File: config.mk
export PLATFORM = sky130hd
export DESIGN_NAME = traffic_light_ctrl
export DESIGN_NICKNAME = d
export VERILOG_FILES = /design/src/rtl/tlc_pkg.sv /design/src/rtl/tlc_phase_timer.sv /design/src/rtl/traffic_light_ctrl.sv
export SDC_FILE = /design/constraint.sdc
export NUM_CORES = 1
export LEC_CHECK = 0
export CAP_MARGIN = 30
export CORE_MARGIN = 3
export CORE_UTILIZATION = 55
export CTS_BUF_LIST = sky130_fd_sc_hd__clkbuf_4 sky130_fd_sc_hd__clkbuf_8
export DETAILED_ROUTE_END_ITERATION = 7
export PLACE_DENSITY_LB_ADDON = 0.12
export SYNTH_ARGS = -nofsm -noshare
export SYNTH_HDL_FRONTEND = slang
export SYNTH_SLANG_ARGS = --single-unit
File: constraint.sdc
create_clock -name clk -period 2.1 [get_ports clk]
set_clock_uncertainty 0.05 [all_clocks]
set_input_delay 0.315 -clock clk [delete_from_list [all_inputs] [get_ports clk]]
set_output_delay 0.315 -clock clk [all_outputs]
set_load 0.03 [all_outputs]
File: src/rtl/tlc_pkg.sv
// Shared types and constants for the two-road traffic-light controller.
// States, lamp encodings and small elaboration-time helpers.
package tlc_pkg;

  typedef enum logic [2:0] {
    RED_TO_NS = 3'd0,
    NS_GREEN  = 3'd1,
    NS_YELLOW = 3'd2,
    RED_TO_EW = 3'd3,
    EW_GREEN  = 3'd4,
    EW_YELLOW = 3'd5
  } tlc_state_e;

  localparam logic [2:0] LAMP_RED = 3'b100;
  localparam logic [2:0] LAMP_YEL = 3'b010;
  localparam logic [2:0] LAMP_GRN = 3'b001;

  // Returns {ns_lamp, ew_lamp} for a given state.
  function automatic logic [5:0] lamps_for(input tlc_state_e s);
    logic [5:0] l;
    l = {LAMP_RED, LAMP_RED};
    case (s)
      NS_GREEN:  l = {LAMP_GRN, LAMP_RED};
      NS_YELLOW: l = {LAMP_YEL, LAMP_RED};
      EW_GREEN:  l = {LAMP_RED, LAMP_GRN};
      EW_YELLOW: l = {LAMP_RED, LAMP_YEL};
      default:   l = {LAMP_RED, LAMP_RED};
    endcase
    return l;
  endfunction

  function automatic int max2(input int a, input int b);
    return (a > b) ? a : b;
  endfunction

endpackage

File: src/rtl/tlc_phase_timer.sv
// Per-phase cycle counter: clears on request, counts up once per cycle and
// sticks at SAT_VAL instead of wrapping.
module tlc_phase_timer #(
  parameter int               WIDTH   = 6,
  parameter logic [WIDTH-1:0] SAT_VAL = '1
) (
  input  logic             clk,
  input  logic             rst_n,
  input  logic             clr,
  output logic [WIDTH-1:0] count
);

  always_ff @(posedge clk) begin
    if (!rst_n || clr) begin
      count <= '0;
    end else if (count != SAT_VAL) begin
      count <= count + 1'b1;
    end
  end

endmodule

File: src/rtl/traffic_light_ctrl.sv
// Two-road (NS/EW) traffic-light controller with min/max green, yellow and all-red clearance.
// Define TLC_PED_WALK_EN to add the pedestrian request/walk ports and the walk all-red.
module traffic_light_ctrl
  import tlc_pkg::*;
#(
  parameter int MIN_GREEN = 8,
  parameter int MAX_GREEN = 32,
  parameter int YELLOW    = 4,
  parameter int ALL_RED   = 2,
  parameter int PED_WALK  = 6
) (
  input  logic       clk,
  input  logic       rst_n,
  input  logic       ns_car,
  input  logic       ew_car,
  output logic [2:0] ns_light,
  output logic [2:0] ew_light,
  output logic [2:0] phase
`ifdef TLC_PED_WALK_EN
  ,
  input  logic       ped_req,
  output logic       ped_walk
`endif
);

  localparam int T_MAX = max2(max2(MIN_GREEN, MAX_GREEN), max2(max2(YELLOW, ALL_RED), PED_WALK));
  localparam int TW    = $clog2(T_MAX + 1);

  localparam logic [TW-1:0] MIN_T = TW'(MIN_GREEN - 1);
  localparam logic [TW-1:0] MAX_T = TW'(MAX_GREEN - 1);
  localparam logic [TW-1:0] YEL_T = TW'(YELLOW - 1);
  localparam logic [TW-1:0] RED_T = TW'(ALL_RED - 1);
  localparam logic [TW-1:0] SAT_T = TW'(MAX_GREEN);

  tlc_state_e    state;
  tlc_state_e    state_next;
  logic [TW-1:0] timer;
  logic [TW-1:0] red_last;
  logic          timer_clr;
  logic          ped_demand;

  // Timer restarts from zero on the first cycle of every new state.
  assign timer_clr = (state_next != state);

  tlc_phase_timer #(
    .WIDTH   (TW),
    .SAT_VAL (SAT_T)
  ) u_timer (
    .clk   (clk),
    .rst_n (rst_n),
    .clr   (timer_clr),
    .count (timer)
  );

`ifdef TLC_PED_WALK_EN
  localparam logic [TW-1:0] WALK_T = TW'(PED_WALK - 1);

  logic ped_pending;
  logic walk_q;
  logic next_is_red;
  logic red_entry;

  assign next_is_red = (state_next == RED_TO_NS) || (state_next == RED_TO_EW);
  assign red_entry   = next_is_red && timer_clr;
  assign ped_demand  = ped_pending;
  assign red_last    = walk_q ? WALK_T : RED_T;
  assign ped_walk    = walk_q;

  // A pending request is consumed by the all-red it turns into a walk;
  // a press arriving on that same edge re-arms for the next round.
  always_ff @(posedge clk) begin
    if (!rst_n) begin
      ped_pending <= 1'b0;
      walk_q      <= 1'b0;
    end else if (red_entry) begin
      ped_pending <= ped_req;
      walk_q      <= ped_pending;
    end else begin
      if (ped_req) ped_pending <= 1'b1;
      if (!next_is_red) walk_q <= 1'b0;
    end
  end
`else
  assign ped_demand = 1'b0;
  assign red_last   = RED_T;
`endif

  always_ff @(posedge clk) begin
    if (!rst_n) begin
      state <= RED_TO_NS;
    end else begin
      state <= state_next;
    end
  end

  // Green yields only past MIN_GREEN with cross demand, and only early if own road is empty.
  always_comb begin
    state_next = state;
    case (state)
      RED_TO_NS: if (timer == red_last) state_next = NS_GREEN;
      NS_GREEN:  if ((timer >= MIN_T) && (ew_car || ped_demand) &&
                     (!ns_car || (timer >= MAX_T))) state_next = NS_YELLOW;
      NS_YELLOW: if (timer == YEL_T) state_next = RED_TO_EW;
      RED_TO_EW: if (timer == red_last) state_next = EW_GREEN;
      EW_GREEN:  if ((timer >= MIN_T) && (ns_car || ped_demand) &&
                     (!ew_car || (timer >= MAX_T))) state_next = EW_YELLOW;
      EW_YELLOW: if (timer == YEL_T) state_next = RED_TO_NS;
      default:   state_next = RED_TO_NS;
    endcase
  end

  // Lamps are loaded from the next state so they change on the same edge as phase.
  always_ff @(posedge clk) begin
    if (!rst_n) begin
      ns_light <= LAMP_RED;
      ew_light <= LAMP_RED;
    end else begin
      {ns_light, ew_light} <= lamps_for(state_next);
    end
  end

  assign phase = state;

endmodule

==> qor.txt <==
status -> finished clean
critical path arrival -> 1.62 ns
PortBufs -> 12
Finished Layout Cells -> 126
Worst-Margin Slew -> 0.504 ns
Post-Syn Nets -> 107
CP cell instances -> clkdlybuf4s50_1
Post-CTS Setup Inserts -> 0
critical path's top delay family -> buffers and inverters
TritonCTS clock tree -> done
# DRC -> 0
register area -> 300 um^2
CP endpoint kind -> output pin
total grt overflow -> 0
# hold bufs at CTS -> 0
FFs w/ async S/R, synth -> 0%
final worst-path cycle share -> 94.6%
vias per cell -> 5.94
Wirelength per Cell -> 15.4 um
CTS sink cnt -> 15
type of origin of the critical path -> register
initial antenna violation count -> 0
layout cells sized above 1 -> 13.6%
post-synth design cell area -> 926 um^2
Final Hold Viols -> 0
Slew Limit Headroom -> 66.1%
f_max -> 503 MHz
detailed placer's ending HPWL -> 1500 um
Root Driver -> clkbuf_4
FF-to-FF path depth -> 7
Seq/Total Area, Yosys -> 32.4%
CTS max path bufs -> 2
gpl congestion -> 0.886
Synth-to-Final Area Change -> 14.3%
Setup TNS -> 0 ns
die area -> 2210 um^2
wire length of the first global-routing pass -> 3370 um
Final min period -> 1.99 ns
footprint of the multi-input gates -> 554 um^2
initial core utilization -> 60.1%
number of H-tree levels -> 1
total of max-cap violations -> 0
worst endpoint required time -> 1.74 ns
RSZ-0062 raised after global routing -> no
# placed instances -> 122
r2r setup slk -> 0.15 ns
Most used DFF post-synth -> dfxtp_1
number of DRC markers in iteration 0 -> 8
Hold Crit Class -> primary input to register
largest net degree at the start of global routing -> 13
yosys warns -> 0
Detail Route Antenna Nets -> 0
worst skew pair latency -> 0.28 ns
Die Ht -> 47.0 um
fillcell total -> 129
die width -> 47.0 um
slowest stage delay, CP -> 0.75 ns
critical path depth in cells -> 1
Pleak -> 0.378 nW
Yosys reg bits -> 15
core area -> 1540 um^2
register clock-pin slew on the reported worst setup and hold paths -> 0.08 ns
num ports -> 13
CTS Buf Count -> 3
n_diodes -> 0
WP buf/inv -> 1
num rows -> 14
largest fanout on the critical path -> 12
vias in the first global route -> 749
PwrDens -> 944 nW/um^2
power after layout -> 999 uW
Post-Route WL -> 1940 um
Distinct cells, synth -> 43
All-Layer GR Usage -> 22.1%
Pre-antenna DRT Iters -> 4
Synth Area per Inst -> 9.26 um^2
Slew Limit Fails -> 0
CP max stage cell -> clkdlybuf4s50_1
Gate Count Post-Synth -> 100
# setup viols final -> 0
worst hold path stage count -> 2
fin nets -> 118
number of enable flip-flop cells after synthesis -> 0
total number of vias -> 748
PostCTS Resize Cnt -> 0
VDD IR-drop max -> 0.684 mV
WS Path Type -> register to output pin
[synthesized netlist by cell type (2+ instances only)]
master	n	area, um^2
xor2_1	2	17.5
nor2_1	10	37.5
a32oi_1	2	17.5
nand3_1	4	20.0
and2_1	4	25.0
nand2_1	4	15.0
nor3_1	2	10.0
a211o_1	2	17.5
mux2i_1	2	20.0
ha_1	3	37.5
xnor2_1	3	26.3
buf_6	2	22.5
a311oi_1	2	17.5
dfxtp_1	15	300
inv_1	7	26.3
buf_2	5	25.0
o2bb2ai_1	5	43.8
[layout make-up]
cell class | count | area share, %
Inverter | 7 | 2.48
Clock buffer | 4 | 2.84
Timing Repair Buffer | 13 | 12.1
Tap cell | 16 | 1.89
Multi-Input combinational cell | 71 | 52.4
Sequential cell | 15 | 28.4
[routing by layer]
metal | GRT usage (%) | vias up | part of all wire, %
met4 | 13.3 | 0 | 4.1
met5 | 0 | - | 0
met2 | 32.0 | 17 | 44
met1 | 30.1 | 335 | 49
li1 | - | 387 | -
met3 | 4.60 | 9 | 3.1
[sequential cells by signal (all words and copies together) (netlist names)]
name and count:
u_timer.count 6, ew_light 3, ns_light 3, phase 3
[per-stage QoR]
step | util (%) | area [um^2] | hold slack (ns) | worst slack (ns)
floorplan | - | 926 | 0.406 | 0.286
global placement | 66.6 | 1030 | 0.570 | 0.101
detailed placement | 66.6 | 1030 | 0.587 | 0.0730
CTS | 68.5 | 1060 | 0.593 | 0.115
global route | 68.7 | 1060 | 0.620 | 0.0265
finish | 68.7 | 1060 | 0.602 | 0.113
[cell families (layout without fill, tap and decap cells)]
kind of cell,after synthesis,in the layout,synth area share (%)
muxes,2,2,2.16
buffers and inverters,14,24,7.97
DFF,15,15,32.4
and+or+nand+nor,34,34,22.6
AOI/OAI and AO/OA,27,27,26.1
adders and majority gates,3,3,4.05
xor gates and xnor gates,5,5,4.73
[path summary, 6_finish.rpt]
check / start / end
max reg2reg: u_timer.count[0] / ns_light[1]
max: phase[2] / phase[2]
min reg2reg: u_timer.count[1] / u_timer.count[1]
min: rst_n / ew_light[2]
[cell usage in the layout, fill, tap and decap left out, drive strengths merged, types with 2 or more instances in the layout]
master | Yosys | layout
ha | 3 | 3
and2 | 4 | 4
o21ai | 2 | 2
a211o | 2 | 2
mux2i | 2 | 2
nor4 | 3 | 3
inv | 7 | 7
nand2 | 4 | 4
a311oi | 2 | 2
xnor2 | 3 | 3
a32oi | 2 | 2
o2bb2ai | 5 | 5
xor2 | 2 | 2
o211a | 2 | 2
nor2 | 10 | 10
clkdlybuf4s50 | 0 | 12
dfxtp | 15 | 15
nor3 | 3 | 3
nand3 | 4 | 4
clkbuf | 0 | 4
[report_power, final]
group          leakage [nW]  internal, mW  switching (mW)  total, mW
registers             0.122         0.328          0.0530      0.381
logic                 0.238         0.192           0.252      0.444
clock network        0.0184        0.0866          0.0868      0.173
total                 0.378         0.607           0.392      0.999
Power figures use the tool's default switching activity.
